==> src/rtl/tetris_pkg.sv <==
// Shared board geometry and row-clear FSM encoding for the tetris playfield logic.
package tetris_pkg;

  localparam int BOARD_W     = 10;
  localparam int BOARD_H     = 24;
  localparam int HIDDEN_ROWS = 4;

  localparam logic [5:0] EMPTY_COLOUR = 6'd0;
  localparam logic [3:0] LAST_COL     = 4'(BOARD_W - 1);
  localparam logic [4:0] BOTTOM_ROW   = 5'(BOARD_H - 1);
  localparam logic [2:0] MAX_CLEARED  = 3'd7;

  typedef enum logic [2:0] {
    ST_IDLE      = 3'd0,
    ST_SCAN_RD   = 3'd1,
    ST_SCAN_CHK  = 3'd2,
    ST_SHIFT_RD  = 3'd3,
    ST_SHIFT_WR  = 3'd4,
    ST_CLEAR_TOP = 3'd5,
    ST_FINISH    = 3'd6
  } rc_state_e;

endpackage

==> src/rtl/coord_to_addr.sv <==
// Board cell (x, y) to linear RAM address, addr = y*BOARD_W + x.
module coord_to_addr
  import tetris_pkg::*;
(
  input  logic [3:0] x_i,
  input  logic [4:0] y_i,
  output logic [7:0] addr_o
);

  assign addr_o = 8'(y_i) * 8'(BOARD_W) + 8'(x_i);

endmodule

==> src/rtl/row_clear.sv <==
// Scans the board bottom-up after a piece locks, removing full rows by
// shifting everything above down one row and blanking the top row.
//
// state        | meaning
// -------------+-----------------------------------------------------------
// ST_IDLE      | waiting for start; all outputs quiet
// ST_SCAN_RD   | present address of (col,row) for the fullness scan
// ST_SCAN_CHK  | inspect the read cell; step column, step row, or go shift
// ST_SHIFT_RD  | read cell (col,dst-1)
// ST_SHIFT_WR  | write that value into (col,dst)
// ST_CLEAR_TOP | write empty into row 0, one column per cycle
// ST_FINISH    | one-cycle done pulse, busy low, back to idle
module row_clear
  import tetris_pkg::*;
(
  input  logic       clk,
  input  logic       resetn,
  input  logic       start,
  input  logic [5:0] ram_q,
  output logic [7:0] ram_addr,
  output logic [5:0] ram_data,
  output logic       ram_wren,
  output logic       busy,
  output logic       done,
  output logic [2:0] rows_cleared
);

  rc_state_e  state_q, state_d;
  logic [4:0] row_q, row_d;
  logic [3:0] col_q, col_d;
  logic [4:0] dst_q, dst_d;
  logic [2:0] cleared_q, cleared_d;

  logic [3:0] addr_x;
  logic [4:0] addr_y;

  always_ff @(posedge clk) begin
    if (!resetn) begin
      state_q   <= ST_IDLE;
      row_q     <= '0;
      col_q     <= '0;
      dst_q     <= '0;
      cleared_q <= '0;
    end else begin
      state_q   <= state_d;
      row_q     <= row_d;
      col_q     <= col_d;
      dst_q     <= dst_d;
      cleared_q <= cleared_d;
    end
  end

  always_comb begin
    state_d   = state_q;
    row_d     = row_q;
    col_d     = col_q;
    dst_d     = dst_q;
    cleared_d = cleared_q;
    addr_x    = '0;
    addr_y    = '0;
    ram_wren  = 1'b0;
    ram_data  = EMPTY_COLOUR;
    busy      = 1'b1;
    done      = 1'b0;

    case (state_q)
      ST_IDLE: begin
        busy = 1'b0;
        if (start) begin
          row_d     = BOTTOM_ROW;
          col_d     = '0;
          cleared_d = '0;
          state_d   = ST_SCAN_RD;
        end
      end

      ST_SCAN_RD: begin
        addr_x  = col_q;
        addr_y  = row_q;
        state_d = ST_SCAN_CHK;
      end

      ST_SCAN_CHK: begin
        addr_x = col_q;
        addr_y = row_q;
        if (ram_q == EMPTY_COLOUR) begin
          col_d = '0;
          if (row_q == '0) begin
            state_d = ST_FINISH;
          end else begin
            row_d   = row_q - 5'd1;
            state_d = ST_SCAN_RD;
          end
        end else if (col_q != LAST_COL) begin
          col_d   = col_q + 4'd1;
          state_d = ST_SCAN_RD;
        end else begin
          // Row 0 has nothing above it to pull down.
          dst_d   = row_q;
          col_d   = '0;
          state_d = (row_q == '0) ? ST_CLEAR_TOP : ST_SHIFT_RD;
        end
      end

      ST_SHIFT_RD: begin
        addr_x  = col_q;
        addr_y  = dst_q - 5'd1;
        state_d = ST_SHIFT_WR;
      end

      ST_SHIFT_WR: begin
        addr_x   = col_q;
        addr_y   = dst_q;
        ram_wren = 1'b1;
        ram_data = ram_q;
        if (col_q != LAST_COL) begin
          col_d   = col_q + 4'd1;
          state_d = ST_SHIFT_RD;
        end else begin
          col_d = '0;
          if (dst_q > 5'd1) begin
            dst_d   = dst_q - 5'd1;
            state_d = ST_SHIFT_RD;
          end else begin
            state_d = ST_CLEAR_TOP;
          end
        end
      end

      ST_CLEAR_TOP: begin
        addr_x   = col_q;
        addr_y   = '0;
        ram_wren = 1'b1;
        ram_data = EMPTY_COLOUR;
        if (col_q != LAST_COL) begin
          col_d = col_q + 4'd1;
        end else begin
          // Rescan the same row: whatever dropped into it may also be full.
          col_d     = '0;
          cleared_d = (cleared_q == MAX_CLEARED) ? cleared_q : cleared_q + 3'd1;
          state_d   = ST_SCAN_RD;
        end
      end

      ST_FINISH: begin
        busy    = 1'b0;
        done    = 1'b1;
        state_d = ST_IDLE;
      end

      default: begin
        busy    = 1'b0;
        state_d = ST_IDLE;
      end
    endcase
  end

  coord_to_addr u_coord_to_addr (
    .x_i    (addr_x),
    .y_i    (addr_y),
    .addr_o (ram_addr)
  );

  assign rows_cleared = cleared_q;

endmodule

==> config.mk <==
export PLATFORM = sky130hd
export DESIGN_NAME = row_clear
export DESIGN_NICKNAME = d
export VERILOG_FILES = /design/src/rtl/tetris_pkg.sv /design/src/rtl/coord_to_addr.sv /design/src/rtl/row_clear.sv
export SDC_FILE = /design/constraint.sdc
export NUM_CORES = 1
export LEC_CHECK = 0
export CAP_MARGIN = 20
export CORE_MARGIN = 2
export CORE_UTILIZATION = 40
export CTS_BUF_LIST = sky130_fd_sc_hd__clkbuf_8
export DETAILED_ROUTE_END_ITERATION = 8
export PLACE_DENSITY = 0.59
export SYNTH_ARGS = -nofsm -noshare
export SYNTH_HDL_FRONTEND = slang
export SYNTH_SLANG_ARGS = --single-unit
==> constraint.sdc <==
create_clock -name clk -period 6.8 [get_ports clk]
set_input_delay 1.02 -clock clk [delete_from_list [all_inputs] [get_ports clk]]
set_output_delay 1.02 -clock clk [all_outputs]
set_load 0.03 [all_outputs]
-- Word-level counts from Yosys, hierarchy flattened
Index checks and enable logic that the tools add are counted.
- add/sub/neg operators: 5
- multipliers: 1
- order comparisons: 1
- equal/unequal tests: 17
- muxes and demuxes: 32
- reduce and logical (&&, ||, !) cells: 15
- operator list (cell ; count):
    5-bit 2-to-1 mux ; 7
    3-bit 2-to-1 mux ; 11
    5-bit one-hot mux with 2 select lines ; 2
    2-bit != test (second input constant) ; 9
    3-bit one-hot mux with 6 select lines ; 1
    4-bit 2-to-1 mux ; 4
    5-bit one-hot mux with 3 select lines ; 1
    3-bit == test (second input constant) ; 4
    4-bit one-hot mux with 3 select lines ; 1
    5-bit by 1-bit subtractor with 5-bit output (second input constant) ; 2
    8-bit by 4-bit adder with 8-bit output ; 1
    4-bit AND reduction ; 2
    5-bit by 3-bit multiplier with 7-bit output (second input constant) ; 1
    3-bit by 2-bit == test with 1-bit output (second input constant) ; 2
    6-bit logical NOT ; 1
    6-bit 2-to-1 mux ; 1
    3-bit one-hot mux with 2 select lines ; 1
    2-bit nonzero test ; 3
    5-bit by 1-bit > comparator with 1-bit output (second input constant) ; 1
    5-bit logical NOT ; 1
    5-bit AND reduction ; 1
    5-bit OR reduction ; 1
    4-bit by 1-bit adder with 4-bit output (second input constant) ; 1
    4-bit != test (second input constant) ; 1
    other kinds (7) ; 11
- bits in registers: 20
- input port bits: 9
- output and inout bits: 20
- logic and storage cells: 76

-- Depth between registers and ports, before layout
- word-level depth: 5
- gate-level depth with buffers: 13
- gate-level depth less buffers: 13

-- Modules after synthesis
Synthesis repeated with hierarchy kept, for this count alone.
- cell total of the unflattened synthesis: 220
- area, all modules: 1831.8 um^2
- by module, submodules not included (module ; instances ; cells each ; area each (um^2)):
    row_clear ; 1 ; 192 ; 1560.2
    coord_to_addr ; 1 ; 28 ; 271.5

-- Worst setup path after synthesis
OpenSTA, ideal clock, no wires.
- path kind: reg-to-output
- start point: register state_q[0]
- end point: output ram_addr[7]
- data arrival time: 3.286 ns
- data required time: 5.780 ns
- slack: 2.494 ns
- stages on the path, launching flop included: 13
- buffers on the path: 2
- cell sequence: dfxtp_1 clkbuf_1 clkbuf_1 nor3_1 a21oi_1 and2_1 ha_1 inv_1 fa_1 nor2b_1 o2111ai_1 xnor2_1 xnor2_1
- cells in the longest elaborated chain, start to end: 5
- elaborated cells between the ends (all ways): 11
- those cells by class: add/sub (1); mul (1); eq/ne (5); mux (2); reduce/logical (2)
- ends and longest elaborated chain (what ; line ; text):
    from (decl) ; row_clear.sv:28 ; rc_state_e state_q, state_d;
    from (signal assigned) ; row_clear.sv:45 ; state_q <= state_d;
    3-bit by 2-bit == test with 1-bit output or 3-bit by 1-bit == test with 1-bit output (tied branches) ; row_clear.sv:66 ; case (state_q)
    2-bit OR reduction (no line) ; -- ;
    5-bit one-hot mux with 3 select lines ; row_clear.sv:66 ;
    5-bit by 3-bit multiplier with 7-bit output ; coord_to_addr.sv:10 ; assign addr_o = 8'(y_i) * 8'(BOARD_W) + 8'(x_i);
    8-bit by 4-bit adder with 8-bit output * ; coord_to_addr.sv:10 ;
    to (decl) ; row_clear.sv:20 ; output logic [7:0] ram_addr,
Mark *: on every way between the ends. The rest lies on a longest branch, timed or not.

-- Worst setup path after layout
- start point: register state_q[2]
- end point: output ram_addr[7]
Same word-level chain as after synthesis.

==> impl_metrics.json <==
{
  "syn_area_um2": 1871,
  "tightest_slew_ps": 859.3,
  "ys.flop_type": "dfxtp_1",
  "post-route-period-util_pct": 76.88,
  "yosysUniqueCellTypes": 61,
  "ios": 29,
  "synth-edff-count": 0,
  "crit_top_cell": "xnor2_1",
  "synth_top_cells_by_count": "o21ai_0 (23), nand2_1 (21), dfxtp_1 (20), a21oi_1 (17), ha_1 (14)",
  "dpl_cell_area_um2": 2167,
  "synth.ff_latch_count": 20,
  "fin_ws_ps": 1572,
  "gp_congestion": 0.8702,
  "fp.dieW_um": 72.39,
  "num_antenna_cells": 0,
  "clockBufferDepth": 2,
  "ctsHoldBuffers": 0,
  "p_total_mw": 0.3346,
  "synthCells": 240,
  "rows": 24,
  "fin_cells": 311,
  "async_reset_ff_share_pct": 0,
  "rsz0062_at_grt": "no",
  "dp_hpwl_mm": 3.577,
  "p_leak_nw": 0.8514,
  "cp_cell_sequence": "nand2b_1 -> inv_1 -> a22oi_1 -> o21ai_0 -> ha_1 -> fa_1 -> xor2_1 -> o2111ai_1 -> xnor2_1 -> xnor2_1 -> clkdlybuf4s50_1",
  "setup_viol": 0,
  "synth_fp_nets": 265,
  "drt_iter0_drc": 141,
  "synth.top_cell.area_share_pct": 21.40,
  "drc_errors": 0,
  "syn_area_per_cell_um2": 7.794,
  "clk_pin_slew_ps": 90,
  "synth_area_leaders": "dfxtp_1 (21%), ha_1 (9.4%), o21ai_0 (6.2%), a21oi_1 (4.5%), nand2_1 (4.2%)",
  "slowest_stage": "dfxtp_1",
  "worstSetupStartpointType": "flop",
  "worst-endpoint-arrival_ps": 4210,
  "maxCapViolCount": 0,
  "finalHoldViolCount": 0,
  "drv_slew": 0,
  "post_cts_resized": 0,
  "htreeDepth": 1,
  "grt.overflow.total": 0,
  "grt_first_pass_wirelength_mm": 8.038,
  "cts_sinks": 20,
  "utilization_pct": 50.37,
  "clkLatencyLatePin_ps": 270,
  "max_freq_ghz": 0.1913,
  "cts-root-buf": "clkbuf_8",
  "postRouteAntennaNets": 0,
  "critPathCaptureType": "primary output",
  "cpPeakStageDelay_ps": 820,
  "setup_tns_ps": 0,
  "yosys.area.top_type": "dfxtp_1",
  "vias_per_cell": 5.810,
  "area_delta_synth_final_pct": 19.67,
  "drive_gt1_share_pct": 6.564,
  "nets": 285,
  "drt_first_pass_iters": 4,
  "dieHeight_um": 72.39,
  "dp_cells": 307,
  "cp.required_ps": 5780,
  "fin_skew_ps": 3.080,
  "cts_tree": "built",
  "antenna_found_initial": 0,
  "fin_area_um2": 2238,
  "cp_num_buf_inv": 2,
  "wl_per_cell_um": 15.27,
  "ir_worst_vdd_mv": 0.08834,
  "whs_ps": 496.8,
  "vias": 1807,
  "crit_family": "buffers and inverters",
  "outcome": "completed",
  "yosys_warnings": 0,
  "numPortBuffers": 28,
  "cts_setup_buffers": 0,
  "period_needed_ps": 5228,
  "core_area_um2": 4444,
  "dieArea_um2": 5240,
  "hold_path.class": "reg2reg",
  "grt.total_usage_pct": 19.28,
  "seq_area_frac_synth_pct": 21.40,
  "slew_headroom_pct": 42.64,
  "grt_max_degree": 31,
  "cp_max_fo": 24,
  "initial_core_util_pct": 42.09,
  "power_density_nw_per_um2": 149.5,
  "first_global_vias": 1666,
  "post-place-ws_ps": 1885,
  "wirelength_mm": 4.750,
  "path_class": "reg2out",
  "yosysMostFrequentCell": "o21ai_0",
  "cts_buffers": 3
}
-- report_power, final --
part | total [mW] | leakage (nW) | switching, mW | internal (mW)
registers | 0.133 | 0.163 | 0.0116 | 0.121
logic | 0.0768 | 0.653 | 0.0425 | 0.0342
clock network | 0.125 | 0.0357 | 0.0467 | 0.0787
total | 0.335 | 0.851 | 0.101 | 0.234
-- cell families after synthesis --
| family | count (synthesis) | synth area share [%] |
|---|---|---|
| and+or+nand+nor | 83 | 26.76 |
| AOI/OAI and AO/OA | 82 | 28.56 |
| buffers and inverters | 26 | 5.619 |
| DFF | 20 | 21.40 |
| adders and majority gates | 16 | 11.51 |
| xor gates and xnor gates | 12 | 5.619 |
| muxes | 1 | 0.5351 |
-- worst register-to-register path, cell delays in order (launching register included) --
cell and delay (ps):
dfxtp_1 890, or3b_2 570, or4_4 520, or3_1 350, a31oi_1 160
-- worst paths after layout --
path                                      start               to  slack, ps  depth (start not counted)
worst min-delay path            rows_cleared[2]  rows_cleared[2]        500                          2
worst max-delay path                 state_q[2]      ram_addr[7]       1570                         11
worst min register to register  rows_cleared[2]  rows_cleared[2]        500                          2
worst max register to register       state_q[1]         row_q[3]       4240                          4
-- placed cells by master (no fill, tap or decap), types with 5 or more instances in the layout --
cell             count
ha_1                14
clkdlybuf4s50_1     28
and2_1               8
dfxtp_1             20
inv_1               10
nor2b_1              6
nor3b_1              5
nor2_1               8
nor3_1               5
xnor2_1              8
o21ai_0             23
nand2_1             21
a21oi_1             17
-- layer usage --
layer / share of wire (%) / up-vias / global-route usage [%] / routed length, um
li1: - / 933 / - / -
met1: 49 / 807 / 27.84 / 2332
met2: 43 / 61 / 29.46 / 2048
met3: 5.7 / 6 / 3.194 / 269
met4: 2.1 / 0 / 5.761 / 99
met5: 0 / - / 0 / 0
-- sequential cells by signal, indices dropped and copies added, names as in the netlist --
signal,cells
col_q,4
state_q,3
dst_q,5
rows_cleared,3
row_q,5
-- final cells by class --
cell class | instances | area, um^2
Clock inverter | 1 | 30.03
Fill cell | 434 | 2206
Sequential cell | 20 | 400.4
Clock buffer | 3 | 41.29
Inverter | 11 | 41.29
Timing Repair Buffer | 30 | 295.3
Tap cell | 52 | 65.06
Multi-Input combinational cell | 194 | 1365
No activity file was read; power rests on OpenSTA's default activity.
